**src/rtl/axi_read_master_mq_pkg.sv**
```systemverilog
// Shared constants for the multi-queue AXI read master:
// request word layout, FSM encoding and AXI codes.
package axi_rd_pkg;

  localparam int PROT_LSB  = 0;
  localparam int PROT_W    = 3;
  localparam int CACHE_LSB = 3;
  localparam int CACHE_W   = 4;
  localparam int LOCK_LSB  = 7;
  localparam int LOCK_W    = 2;
  localparam int BURST_LSB = 9;
  localparam int BURST_W   = 2;
  localparam int SIZE_LSB  = 11;
  localparam int SIZE_W    = 2;
  localparam int LEN_LSB   = 13;
  localparam int LEN_W     = 4;
  localparam int ADDR_LSB  = 17;

  localparam logic [1:0] BURST_FIXED = 2'b00;
  localparam logic [1:0] BURST_INCR  = 2'b01;
  localparam logic [1:0] BURST_WRAP  = 2'b10;

  localparam logic [1:0] RESP_OKAY   = 2'b00;
  localparam logic [1:0] RESP_EXOKAY = 2'b01;
  localparam logic [1:0] RESP_SLVERR = 2'b10;
  localparam logic [1:0] RESP_DECERR = 2'b11;

  typedef enum logic {
    AR_IDLE  = 1'b0,
    AR_VALID = 1'b1
  } ar_state_e;

  function automatic int req_w(int idw, int bw);
    return idw + bw + ADDR_LSB;
  endfunction

endpackage

```
**src/rtl/axi_read_master_mq_if.sv**
```systemverilog
// AXI read address and read data channels
// between the read master and the interconnect.
interface axi_read_master_mq_if #(
  parameter int tagbits  = 1,
  parameter int BusWidth = 32
) ();

  logic [tagbits-1:0]  ARID;
  logic [BusWidth-1:0] ARADDR;
  logic [3:0]          ARLEN;
  logic [1:0]          ARSIZE;
  logic [1:0]          ARBURST;
  logic [1:0]          ARLOCK;
  logic [3:0]          ARCACHE;
  logic [2:0]          ARPROT;
  logic                ARVALID;
  logic                ARREADY;

  logic [tagbits-1:0]  RID;
  logic [BusWidth-1:0] RDATA;
  logic [1:0]          RRESP;
  logic                RLAST;
  logic                RVALID;
  logic                RREADY;

  modport master (
    output ARID, ARADDR, ARLEN, ARSIZE,
    output ARBURST, ARLOCK, ARCACHE, ARPROT,
    output ARVALID, RREADY,
    input  ARREADY,
    input  RID, RDATA, RRESP, RLAST, RVALID
  );

  modport slave (
    input  ARID, ARADDR, ARLEN, ARSIZE,
    input  ARBURST, ARLOCK, ARCACHE, ARPROT,
    input  ARVALID, RREADY,
    output ARREADY,
    output RID, RDATA, RRESP, RLAST, RVALID
  );

endinterface

```
**src/rtl/axi_read_master_mq_rd_req_fifo.sv**
```systemverilog
// Request queue: power-of-two depth, head word
// visible combinationally, push dropped when full.
module rd_req_fifo #(
  parameter int WIDTH = 8,
  parameter int DEPTH = 4
) (
  input  logic             clk_i,
  input  logic             rst_i,
  input  logic             push_i,
  input  logic [WIDTH-1:0] din_i,
  input  logic             pop_i,
  output logic [WIDTH-1:0] head_o,
  output logic             full_o,
  output logic             empty_o
);

  localparam int AW = (DEPTH > 1) ? $clog2(DEPTH) : 1;

  logic [WIDTH-1:0] mem_q [DEPTH];
  logic [AW-1:0]    wr_q, wr_d;
  logic [AW-1:0]    rd_q, rd_d;
  logic [AW:0]      cnt_q, cnt_d;
  logic             do_push, do_pop;

  assign full_o  = (cnt_q == (AW+1)'(DEPTH));
  assign empty_o = (cnt_q == '0);
  assign head_o  = mem_q[rd_q];
  assign do_push = push_i && !full_o;
  assign do_pop  = pop_i && !empty_o;

  always_comb begin
    wr_d  = wr_q;
    rd_d  = rd_q;
    cnt_d = cnt_q;
    if (do_push) wr_d = wr_q + 1'b1;
    if (do_pop)  rd_d = rd_q + 1'b1;
    unique case (1'b1)
      (do_push && !do_pop): cnt_d = cnt_q + 1'b1;
      (do_pop && !do_push): cnt_d = cnt_q - 1'b1;
      default: ;
    endcase
  end

  always_ff @(posedge clk_i) begin
    if (rst_i) begin
      wr_q  <= '0;
      rd_q  <= '0;
      cnt_q <= '0;
    end else begin
      wr_q  <= wr_d;
      rd_q  <= rd_d;
      cnt_q <= cnt_d;
    end
  end

  always_ff @(posedge clk_i) begin
    if (do_push) mem_q[wr_q] <= din_i;
  end

endmodule

```
**src/rtl/axi_read_master_mq.sv**
```systemverilog
// Multi-queue AXI read master: round-robin AR issue
// with per-ID burst tracking and R-channel checks.
module axi_read_master_mq
  import axi_rd_pkg::*;
#(
  parameter int NUM_Q      = 2,
  parameter int FIFO_DEPTH = 4,
  parameter int BusWidth   = 32,
  parameter int tagbits    = 1,
  localparam int REQ_W     = req_w(tagbits, BusWidth)
) (
  input  logic                   ACLK,
  input  logic                   ARESET,
  input  logic [NUM_Q-1:0]       q_write,
  input  logic [NUM_Q*REQ_W-1:0] q_din,
  output logic [NUM_Q-1:0]       q_full,
  output logic [NUM_Q-1:0]       q_empty,
  axi_read_master_mq_if.master   axi,
  output logic                   rd_valid,
  output logic [tagbits-1:0]     rd_id,
  output logic [BusWidth-1:0]    rd_data,
  output logic [1:0]             rd_resp,
  output logic                   rd_last,
  output logic                   err_unexp,
  output logic                   err_rlast
);

  localparam int QW  = (NUM_Q > 1) ? $clog2(NUM_Q) : 1;
  localparam int QN  = 1 << QW;
  localparam int NID = 1 << tagbits;
  localparam int IDL = ADDR_LSB + BusWidth;

  logic [REQ_W-1:0] head [QN];
  logic [NUM_Q-1:0] pop;
  logic [QN-1:0]    elig;
  logic             found;
  logic [QW-1:0]    pick;
  logic             ar_hs;
  logic             beat;

  ar_state_e state_q, state_d;

  logic [tagbits-1:0]  arid_q, arid_d;
  logic [BusWidth-1:0] araddr_q, araddr_d;
  logic [3:0]          arlen_q, arlen_d;
  logic [1:0]          arsize_q, arsize_d;
  logic [1:0]          arburst_q, arburst_d;
  logic [1:0]          arlock_q, arlock_d;
  logic [3:0]          arcache_q, arcache_d;
  logic [2:0]          arprot_q, arprot_d;
  logic                arvalid_q, arvalid_d;
  logic [QW-1:0]       sel_q, sel_d;
  logic [QW-1:0]       rr_q, rr_d;
  logic [QW:0]         rr_inc;

  logic [NID-1:0] busy_q, busy_d;
  logic [3:0]     cnt_q [NID];
  logic [3:0]     cnt_d [NID];
  logic [3:0]     exp_q [NID];
  logic [3:0]     exp_d [NID];
  logic           last_exp;

  logic                rdv_q, rdl_q;
  logic [tagbits-1:0]  rdid_q;
  logic [BusWidth-1:0] rddat_q;
  logic [1:0]          rdrsp_q;
  logic                eu_q, eu_d;
  logic                el_q, el_d;

  for (genvar i = 0; i < NUM_Q; i++) begin : g_q
    rd_req_fifo #(
      .WIDTH (REQ_W),
      .DEPTH (FIFO_DEPTH)
    ) u_fifo (
      .clk_i   (ACLK),
      .rst_i   (ARESET),
      .push_i  (q_write[i]),
      .din_i   (q_din[i*REQ_W +: REQ_W]),
      .pop_i   (pop[i]),
      .head_o  (head[i]),
      .full_o  (q_full[i]),
      .empty_o (q_empty[i])
    );
  end

  for (genvar i = NUM_Q; i < QN; i++) begin : g_pad
    assign head[i] = '0;
  end

  assign ar_hs = (state_q == AR_VALID) && axi.ARREADY;
  assign beat  = axi.RVALID && axi.RREADY;

  always_comb begin
    for (int k = 0; k < NUM_Q; k++) begin
      pop[k] = ar_hs && (sel_q == QW'(k));
    end
  end

  // eligibility reads registered busy: a freed ID waits one cycle
  always_comb begin
    elig = '0;
    for (int k = 0; k < NUM_Q; k++) begin
      elig[k] = !q_empty[k] &&
                !busy_q[head[k][IDL +: tagbits]];
    end
  end

  always_comb begin
    logic [QW:0] idx;
    found = 1'b0;
    pick  = '0;
    idx   = '0;
    for (int k = 0; k < NUM_Q; k++) begin
      idx = {1'b0, rr_q} + (QW+1)'(k);
      if (idx >= (QW+1)'(NUM_Q)) begin
        idx = idx - (QW+1)'(NUM_Q);
      end
      if (!found && elig[idx[QW-1:0]]) begin
        found = 1'b1;
        pick  = idx[QW-1:0];
      end
    end
  end

  always_ff @(posedge ACLK) begin
    if (ARESET) state_q <= AR_IDLE;
    else        state_q <= state_d;
  end

  always_comb begin
    state_d = state_q;
    unique case (state_q)
      AR_IDLE:  if (found)       state_d = AR_VALID;
      AR_VALID: if (axi.ARREADY) state_d = AR_IDLE;
      default:                   state_d = AR_IDLE;
    endcase
  end

  assign rr_inc = {1'b0, sel_q} + 1'b1;

  always_comb begin
    logic [REQ_W-1:0] hw;
    hw        = head[pick];
    arid_d    = arid_q;
    araddr_d  = araddr_q;
    arlen_d   = arlen_q;
    arsize_d  = arsize_q;
    arburst_d = arburst_q;
    arlock_d  = arlock_q;
    arcache_d = arcache_q;
    arprot_d  = arprot_q;
    arvalid_d = arvalid_q;
    sel_d     = sel_q;
    rr_d      = rr_q;
    unique case (1'b1)
      (state_q == AR_IDLE) && found: begin
        arid_d    = hw[IDL +: tagbits];
        araddr_d  = hw[ADDR_LSB +: BusWidth];
        arlen_d   = hw[LEN_LSB +: LEN_W];
        arsize_d  = hw[SIZE_LSB +: SIZE_W];
        arburst_d = hw[BURST_LSB +: BURST_W];
        arlock_d  = hw[LOCK_LSB +: LOCK_W];
        arcache_d = hw[CACHE_LSB +: CACHE_W];
        arprot_d  = hw[PROT_LSB +: PROT_W];
        arvalid_d = 1'b1;
        sel_d     = pick;
      end
      ar_hs: begin
        arvalid_d = 1'b0;
        rr_d = (rr_inc == (QW+1)'(NUM_Q)) ?
               '0 : rr_inc[QW-1:0];
      end
      default: ;
    endcase
  end

  always_ff @(posedge ACLK) begin
    if (ARESET) begin
      arid_q    <= '0;
      araddr_q  <= '0;
      arlen_q   <= '0;
      arsize_q  <= '0;
      arburst_q <= '0;
      arlock_q  <= '0;
      arcache_q <= '0;
      arprot_q  <= '0;
      arvalid_q <= 1'b0;
      sel_q     <= '0;
      rr_q      <= '0;
    end else begin
      arid_q    <= arid_d;
      araddr_q  <= araddr_d;
      arlen_q   <= arlen_d;
      arsize_q  <= arsize_d;
      arburst_q <= arburst_d;
      arlock_q  <= arlock_d;
      arcache_q <= arcache_d;
      arprot_q  <= arprot_d;
      arvalid_q <= arvalid_d;
      sel_q     <= sel_d;
      rr_q      <= rr_d;
    end
  end

  assign last_exp = (cnt_q[axi.RID] == exp_q[axi.RID]);

  // issue and completion never target the same ID in one cycle
  always_comb begin
    busy_d = busy_q;
    cnt_d  = cnt_q;
    exp_d  = exp_q;
    eu_d   = 1'b0;
    el_d   = 1'b0;
    if (beat) begin
      if (!busy_q[axi.RID]) begin
        eu_d = 1'b1;
      end else begin
        el_d = (axi.RLAST != last_exp);
        if (axi.RLAST || last_exp) begin
          busy_d[axi.RID] = 1'b0;
          cnt_d[axi.RID]  = '0;
        end else begin
          cnt_d[axi.RID] = cnt_q[axi.RID] + 1'b1;
        end
      end
    end
    if (ar_hs) begin
      busy_d[arid_q] = 1'b1;
      exp_d[arid_q]  = arlen_q;
      cnt_d[arid_q]  = '0;
    end
  end

  always_ff @(posedge ACLK) begin
    if (ARESET) begin
      busy_q <= '0;
      for (int k = 0; k < NID; k++) begin
        cnt_q[k] <= '0;
        exp_q[k] <= '0;
      end
      rdv_q   <= 1'b0;
      rdid_q  <= '0;
      rddat_q <= '0;
      rdrsp_q <= '0;
      rdl_q   <= 1'b0;
      eu_q    <= 1'b0;
      el_q    <= 1'b0;
    end else begin
      busy_q <= busy_d;
      cnt_q  <= cnt_d;
      exp_q  <= exp_d;
      rdv_q  <= beat;
      eu_q   <= eu_d;
      el_q   <= el_d;
      if (beat) begin
        rdid_q  <= axi.RID;
        rddat_q <= axi.RDATA;
        rdrsp_q <= axi.RRESP;
        rdl_q   <= axi.RLAST;
      end
    end
  end

  assign axi.ARID    = arid_q;
  assign axi.ARADDR  = araddr_q;
  assign axi.ARLEN   = arlen_q;
  assign axi.ARSIZE  = arsize_q;
  assign axi.ARBURST = arburst_q;
  assign axi.ARLOCK  = arlock_q;
  assign axi.ARCACHE = arcache_q;
  assign axi.ARPROT  = arprot_q;
  assign axi.ARVALID = arvalid_q;
  assign axi.RREADY  = 1'b1;

  assign rd_valid  = rdv_q;
  assign rd_id     = rdid_q;
  assign rd_data   = rddat_q;
  assign rd_resp   = rdrsp_q;
  assign rd_last   = rdl_q;
  assign err_unexp = eu_q;
  assign err_rlast = el_q;

endmodule

```
**src/flat_wrapper.sv**
```systemverilog
// flat-port wrapper written by rule: the top's interface ports become plain ports
module axi_read_master_mq_flat import axi_rd_pkg::*;
#(
  parameter int NUM_Q      = 2,
  parameter int FIFO_DEPTH = 4,
  parameter int BusWidth   = 32,
  parameter int tagbits    = 1,
  localparam int REQ_W     = req_w(tagbits, BusWidth)
)
  (ACLK, ARESET, q_write, q_din, q_full, q_empty, rd_valid, rd_id, rd_data, rd_resp, rd_last, err_unexp, err_rlast, axi_ARID, axi_ARADDR, axi_ARLEN, axi_ARSIZE, axi_ARBURST, axi_ARLOCK, axi_ARCACHE, axi_ARPROT, axi_ARVALID, axi_RREADY, axi_ARREADY, axi_RID, axi_RDATA, axi_RRESP, axi_RLAST, axi_RVALID);
  axi_read_master_mq_if #(.tagbits(tagbits), .BusWidth(BusWidth)) axi_i ();
  input  logic ACLK;
  input  logic ARESET;
  input  logic [NUM_Q-1:0] q_write;
  input  logic [NUM_Q*REQ_W-1:0] q_din;
  output logic [NUM_Q-1:0] q_full;
  output logic [NUM_Q-1:0] q_empty;
  output logic rd_valid;
  output logic [tagbits-1:0] rd_id;
  output logic [BusWidth-1:0] rd_data;
  output logic [1:0] rd_resp;
  output logic rd_last;
  output logic err_unexp;
  output logic err_rlast;
  output wire logic [$bits(axi_i.ARID)-1:0] axi_ARID;
  output wire logic [$bits(axi_i.ARADDR)-1:0] axi_ARADDR;
  output wire logic [$bits(axi_i.ARLEN)-1:0] axi_ARLEN;
  output wire logic [$bits(axi_i.ARSIZE)-1:0] axi_ARSIZE;
  output wire logic [$bits(axi_i.ARBURST)-1:0] axi_ARBURST;
  output wire logic [$bits(axi_i.ARLOCK)-1:0] axi_ARLOCK;
  output wire logic [$bits(axi_i.ARCACHE)-1:0] axi_ARCACHE;
  output wire logic [$bits(axi_i.ARPROT)-1:0] axi_ARPROT;
  output wire logic [$bits(axi_i.ARVALID)-1:0] axi_ARVALID;
  output wire logic [$bits(axi_i.RREADY)-1:0] axi_RREADY;
  input wire logic [$bits(axi_i.ARREADY)-1:0] axi_ARREADY;
  input wire logic [$bits(axi_i.RID)-1:0] axi_RID;
  input wire logic [$bits(axi_i.RDATA)-1:0] axi_RDATA;
  input wire logic [$bits(axi_i.RRESP)-1:0] axi_RRESP;
  input wire logic [$bits(axi_i.RLAST)-1:0] axi_RLAST;
  input wire logic [$bits(axi_i.RVALID)-1:0] axi_RVALID;
  assign axi_ARID = axi_i.ARID;
  assign axi_ARADDR = axi_i.ARADDR;
  assign axi_ARLEN = axi_i.ARLEN;
  assign axi_ARSIZE = axi_i.ARSIZE;
  assign axi_ARBURST = axi_i.ARBURST;
  assign axi_ARLOCK = axi_i.ARLOCK;
  assign axi_ARCACHE = axi_i.ARCACHE;
  assign axi_ARPROT = axi_i.ARPROT;
  assign axi_ARVALID = axi_i.ARVALID;
  assign axi_RREADY = axi_i.RREADY;
  assign axi_i.ARREADY = axi_ARREADY;
  assign axi_i.RID = axi_RID;
  assign axi_i.RDATA = axi_RDATA;
  assign axi_i.RRESP = axi_RRESP;
  assign axi_i.RLAST = axi_RLAST;
  assign axi_i.RVALID = axi_RVALID;
  axi_read_master_mq #(.NUM_Q(NUM_Q), .FIFO_DEPTH(FIFO_DEPTH), .BusWidth(BusWidth), .tagbits(tagbits)) u_core (.ACLK(ACLK), .ARESET(ARESET), .q_write(q_write), .q_din(q_din), .q_full(q_full), .q_empty(q_empty), .axi(axi_i), .rd_valid(rd_valid), .rd_id(rd_id), .rd_data(rd_data), .rd_resp(rd_resp), .rd_last(rd_last), .err_unexp(err_unexp), .err_rlast(err_rlast));
endmodule
```
**config.mk**
```make
export PLATFORM = sky130hd
export DESIGN_NAME = axi_read_master_mq_flat
export DESIGN_NICKNAME = d
export VERILOG_FILES = /design/src/rtl/axi_read_master_mq_pkg.sv /design/src/rtl/axi_read_master_mq_if.sv /design/src/rtl/axi_read_master_mq_rd_req_fifo.sv /design/src/rtl/axi_read_master_mq.sv /design/src/flat_wrapper.sv
export SDC_FILE = /design/constraint.sdc
export NUM_CORES = 1
export LEC_CHECK = 0
export CAP_MARGIN = 0
export CORE_MARGIN = 3
export CORE_UTILIZATION = 45
export DETAILED_ROUTE_END_ITERATION = 8
export GPL_TIMING_DRIVEN = 0
export PLACE_DENSITY = 0.66
export SLEW_MARGIN = 0
export SYNTH_ARGS = -nofsm -noshare
export SYNTH_HDL_FRONTEND = slang
export SYNTH_HIERARCHICAL = 1
export SYNTH_SLANG_ARGS = --single-unit
export TNS_END_PERCENT = 50
```
**constraint.sdc**
```tcl
create_clock -name ACLK -period 3.2 [get_ports ACLK]
set_input_delay 0.96 -clock ACLK [delete_from_list [all_inputs] [get_ports ACLK]]
set_output_delay 0.96 -clock ACLK [all_outputs]
set_load 0.02 [all_outputs]
```
# --- After elaboration in Yosys (flattened, before gate mapping) ---
# Memories as Yosys holds them, arrays and structs flattened. A register that Yosys moved wholly into a read port is not among the register bits.
# Cells that the tools add are included.
totals:
  elab_cells: 176
  input_bits: 142
  regBits: 125
  output_inout_bits: 95
  mem_count: 2
  mem_bits_rw: 400
classes:
  add_sub_neg: 13
  n_bitwise: 14
  n_reduce_logical: 38
  n_lt_le_gt_ge: 15
  n_mux: 59
  eq_ne: 5
memory_table:
  columns: ["name", "depth", "width", "rd", "rd_ports_with_merged_regs", "wr", "line", "source"]
  rows:
  - ["u_core.g_q[0].u_fifo.mem_q", 4, 50, 1, 1, 1, "axi_read_master_mq_rd_req_fifo.sv:19", "logic [WIDTH-1:0] mem_q [DEPTH];"]
  - ["u_core.g_q[1].u_fifo.mem_q", 4, 50, 1, 1, 1, "axi_read_master_mq_rd_req_fifo.sv:19", null]
ops:
  columns: ["op", "count"]
  rows:
  - ["2-to-1 mux 50 bit", 3]
  - ["2-to-1 mux 4 bit", 8]
  - ["2-to-1 mux 8 bit", 4]
  - ["2-to-1 mux 1 bit", 26]
  - ["logical AND 1 bit", 19]
  - ["AND 8 bit", 2]
  - ["bitwise mux 8 bit", 2]
  - ["2-to-1 mux 2 bit", 8]
  - ["NOT 8 bit", 2]
  - ["less-than comparator 1 x 2 -> 1 bit, second input constant", 6]
  - ["case mux 3 bit (2 select lines)", 2]
  - ["zero test 1 bit", 11]
  - ["adder 2 x 1 -> 2 bit, second input constant", 4]
  - ["demux 4 bit (select 1 bit)", 2]
  - ["greater-or-equal comparator 2 bit, second input constant", 4]
  - ["adder 3 x 1 -> 3 bit, second input constant", 2]
  - ["== test 3 bit, second input constant", 2]
  - ["zero test 3 bit", 2]
  - ["NOT 1 -> 2 bit", 3]
  - ["nonzero test 2 bit", 3]
  - ["subtractor 3 x 1 -> 3 bit, second input constant", 2]
  - ["adder 1 x 1 -> 2 bit, second input constant", 2]
  - ["adder 4 x 1 -> 4 bit, second input constant", 1]
  - ["== test 4 bit", 1]
  - ["15 further kinds", 23]

# --- Logic depth before layout (Yosys ltp) ---
depth:
  ltp_word: 14
  mapped_depth: 11
  ltp_nobuf: 10

# --- Cells and area by module ---
# The synthesis kept the hierarchy.
modules_own_cells:
  columns: ["module", "n_inst", "cells_each", "area_per_inst_um2", "seq_area_each_um2"]
  rows:
  - ["rd_req_fifo", 2, 316, 7759.9, 6185.9]
  - ["axi_read_master_mq", 1, 531, 4809.6, 2222.1]

# --- Least setup slack after synthesis ---
# OpenSTA, ideal clock, no wires.
synth_path:
  path_kind: "input -> register"
  from: "in q_write[0]"
  to: "mem u_core/g_q[0].u_fifo/mem_q[0][0] (netlist name) (enable)"
  setup_slack_ns: 0.370
  n_path_buf: 0
  stages: 3
  setup_time_ns: 0.413
  arrival_ns: 2.418
  required_time_ns: 2.787
  cell_sequence: "inv_1 nor2_2 and2_1"
synth_via:
  elab_chain_len: 3
synth_rtl:
  columns: ["item", "line", "source"]
  rows:
  - ["from (decl)", "flat_wrapper.sv:14", "input logic [NUM_Q-1:0] q_write;"]
  - ["logical AND 1 bit", "axi_read_master_mq_rd_req_fifo.sv:28", "assign do_push = push_i && !full_o;"]
  - ["2-to-1 mux 1 bit", "axi_read_master_mq_rd_req_fifo.sv:57", "if (do_push) mem_q[wr_q] <= din_i;"]
  - ["2-to-1 mux 1 bit (not written as such)", "axi_read_master_mq_rd_req_fifo.sv:57", null]
  - ["to (decl)", "axi_read_master_mq_rd_req_fifo.sv:19", null]
# No other way between the ends.

# --- Final worst setup path ---
layout_path:
  from: "reg u_core.g_q[1].u_fifo.cnt_q[0]"
  to: "out q_empty[1]"
layout_via:
  elab_chain_len: 1
layout_rtl:
  columns: ["item", "line", "source"]
  rows:
  - ["from (decl)", "axi_read_master_mq_rd_req_fifo.sv:22", "logic [AW:0] cnt_q, cnt_d;"]
  - ["from (signal assigned)", "axi_read_master_mq_rd_req_fifo.sv:52", "cnt_q <= cnt_d;"]
  - ["zero test 3 bit", "axi_read_master_mq_rd_req_fifo.sv:26", "assign empty_o = (cnt_q == '0);"]
  - ["to (decl)", "flat_wrapper.sv:17", "output logic [NUM_Q-1:0] q_empty;"]
# No other way between the ends.

==> run_results.csv <==
group,metric,value,unit
route,vias,11100,
clock_tree,clockRootBuffer,"clkbuf_16",
pwr,finalPower,17.5,mW
pwr,comb_power_share,0.179,
critical_path,critical_path_required,2240,ps
placed_design,io_buffers,234,
global_routing,grt_pass1_vias,11300,
global_routing,grt_pass1_wl,68.5,mm
synthesis,synthCells,1163,
global_routing,grt_max_degree,51,
clock_tree,clk_pin_slew,60,ps
synthesis,yosysTopAreaCell,"edfxtp_1",
die,core.rowCount,77,
sta,period_minus_slack,3080,ps
placed_design,dpl.hpwl,32.1,mm
pwr,switchingPower,4.61,mW
critical_path,crit_fanout,6,
clock_tree,hold_buffers,0,
layout,final_common_cell,"edfxtp_1",
layout,drive_gt1_frac,0.189,
synthesis,syn_area,20300,µm²
die,start_util,0.458,
global_routing,track_usage,0.195,
clock_tree,cts_max_level,2,
synthesis,yosysSeqAreaShare,0.718,
layout,nets,1615,
placed_design,dpl_worst_slack,-477,ps
placed_design,post-place-cells,1993,
critical_path,arrival,2120,ps
run_status,status,"complete, no violations",
sta,max_freq,325,MHz
sta,fin_crit_sh,0.961,
synthesis,synth-edff-count,400,
route,wl_per_cell,22.1,µm
critical_path,worst_setup_path_end_kind,"primary output",
pwr,power_density,694,nW/µm²
placed_design,gp_congestion,0.850,
route,dr.pass1.iters,5,
layout,fillers,3435,
layout,area_growth,24.4,%
die,dieWidth,219,µm
sta,setup_viol,0,
synthesis,synth_top_area_share,0.591,
die,pin_count,237,
synthesis,synth-seq-cells,529,
route,ant_nets,0,
sta,maxSlewHeadroom,0.384,
pwr,clock_power_share,0.349,
clock_tree,clockBufferDepth,3,
global_routing,antenna_found_initial,6,
synthesis,synth-main-ff-cell,"edfxtp_1",
pwr,vdd_drop_max,671,µV
pwr,p_seq_frac,0.472,
layout,final_cells,2100,
die,coreArea,44400,µm²
sta,worst_slack,124,ps
clock_tree,numClockSinks,529,
die,die_h,219,µm
layout,fin_area,25300,µm²
synthesis,synth.area.top_cells,"edfxtp_1, dfxtp_1, mux4_2, a311oi_2, mux2i_1",
critical_path,cp-start-kind,"flip-flop",
layout,register_area,14600,µm²
layout,final_cell_mix,"edfxtp_1, clkdlybuf4s50_1, dfxtp_1, nand2_1, nor2_1",
sta,final_max_slew_viol_count,0,
synthesis,async_flop_share,0,
synthesis,yosysWarningCount,6,
critical_path,crit_type,"flip-flop to primary output",
pwr,cellLeakagePower,8.53,nW
worst_hold_path,hold_class,"flip-flop to flip-flop",
clock_tree,clkLatencyLatePin,600,ps
synthesis,synth_cell_type_count,48,
sta,rsz0062_at_grt,"no",
synthesis,avgSynthCellArea,17.5,µm²
sta,fin_skew,22.3,ps
pwr,p_int,12.9,mW
route,first_iter_violations,846,
route,drt_wl_total,46.5,mm
clock_tree,cts_tree,"yes",
run,max_cap_violations,0,
placed_design,place_area,23500,µm²
sta,hold_viol_final,0,
die,die_area,47800,µm²
route,avgViaCountPerCell,5.28,
layout,multi_input_area,5190,µm²
route,drc,0,
global_routing,grt_overflow_total,0,
clock_tree,cts_inserted_buffers,55,
layout,postLayoutCoreUtil,0.569,
sta,tightest_slew,924,ps
synthesis,syn-num-nets,1320,
pwr,switching_share,0.263,
[state kept, by name, summed over array words and instances (netlist names), 2 cells and up, named ones only]
name and cells:
u_core/axi.ARADDR 32, u_core/axi.ARBURST 2, u_core/axi.ARCACHE 4, u_core/axi.ARLEN 4
u_core/axi.ARLOCK 2, u_core/axi.ARPROT 3, u_core/axi.ARSIZE 2, u_core/busy_q 2
u_core/cnt_q 8, u_core/exp_q 8, u_core/g_q.u_fifo/cnt_q 6, u_core/g_q.u_fifo/mem_q 400
u_core/g_q.u_fifo/rd_q 4, u_core/g_q.u_fifo/wr_q 4, u_core/rd_data 32, u_core/rd_resp 2
[worst max-delay path: stages (launching register included)]
cell	delay [ps]
dfxtp_1	390
nor3_4	400
clkdlybuf4s50_1	740
[power by group through the flow]
stage	registers, mW	clock network, mW	logic, mW
after floorplan	8.62	0	1.51
after global placement	8.41	0	3.09
after detailed placement	8.41	0	3.16
after CTS	8.27	6.27	3.17
after global routing	8.33	6.57	3.38
final	8.28	6.12	3.14
[synthesized netlist by cell type (10+ instances only)]
library cell	n
a311oi_1	20
nor2_1	110
inv_1	20
edfxtp_1	400
a21oi_1	22
o21ai_0	12
dfxtp_1	129
ha_1	13
buf_2	24
mux2i_1	45
mux4_2	100
nand2_1	114
buf_12	10
clkbuf_1	18
a311oi_2	30
[what timing repair did]
item,in CTS,in global routing
setup endpoints to repair,1,7
setup buffers,0,0
gates resized for setup,1,5
[final cells by class]
class                      instances  share of cell area
tap                              592              0.0293
clock inverter                    25             0.00762
antenna                            4            0.000396
multi-input combinational        548               0.205
timing repair buffer             238              0.0958
buffer                            66              0.0198
inverter                          20             0.00297
sequential                       529               0.577
clock buffer                      78              0.0615
[stage by stage]
stage	hold slack [ps]	TNS, ps
floorplan	453	0
global placement	462	-453380
detailed placement	468	-2450
CTS	478	0
global route	497	0
finish	478	0
[final timing paths]
kind                                                     from                     to  slack, ps  cells after the start
worst max-delay path            u_core/g_q[1].u_fifo/cnt_q[0]             q_empty[1]        120                      2
worst min-delay path                             u_core/rd_id           u_core/rd_id        480                      2
worst max register to register                      flip-flop  u_core/axi.ARADDR[18]        200                      8
worst min register to register                   u_core/rd_id           u_core/rd_id        480                      2
[metal layers]
metal  vias up  wire [µm]  track usage
met3        84       4090       0.0622
met5         -         51            0
met2       367      22900        0.327
met4         6       1240       0.0589
met1      5550      18200        0.242
li1       5078          -            -
[kinds of logic (layout without fill, tap and decap cells)]
kind of cell | count (synthesis) | after routing | synth area share
fa+ha+maj | 15 | 15 | 0.00997
other cells | 1 | 5 | 0.000184
simple gates | 270 | 270 | 0.0565
xor+xnor | 13 | 13 | 0.00560
compound gates | 98 | 98 | 0.0453
mux | 151 | 151 | 0.136
flops | 529 | 529 | 0.718
buf+inv | 86 | 427 | 0.0281
Power figures use the tool's default switching activity.
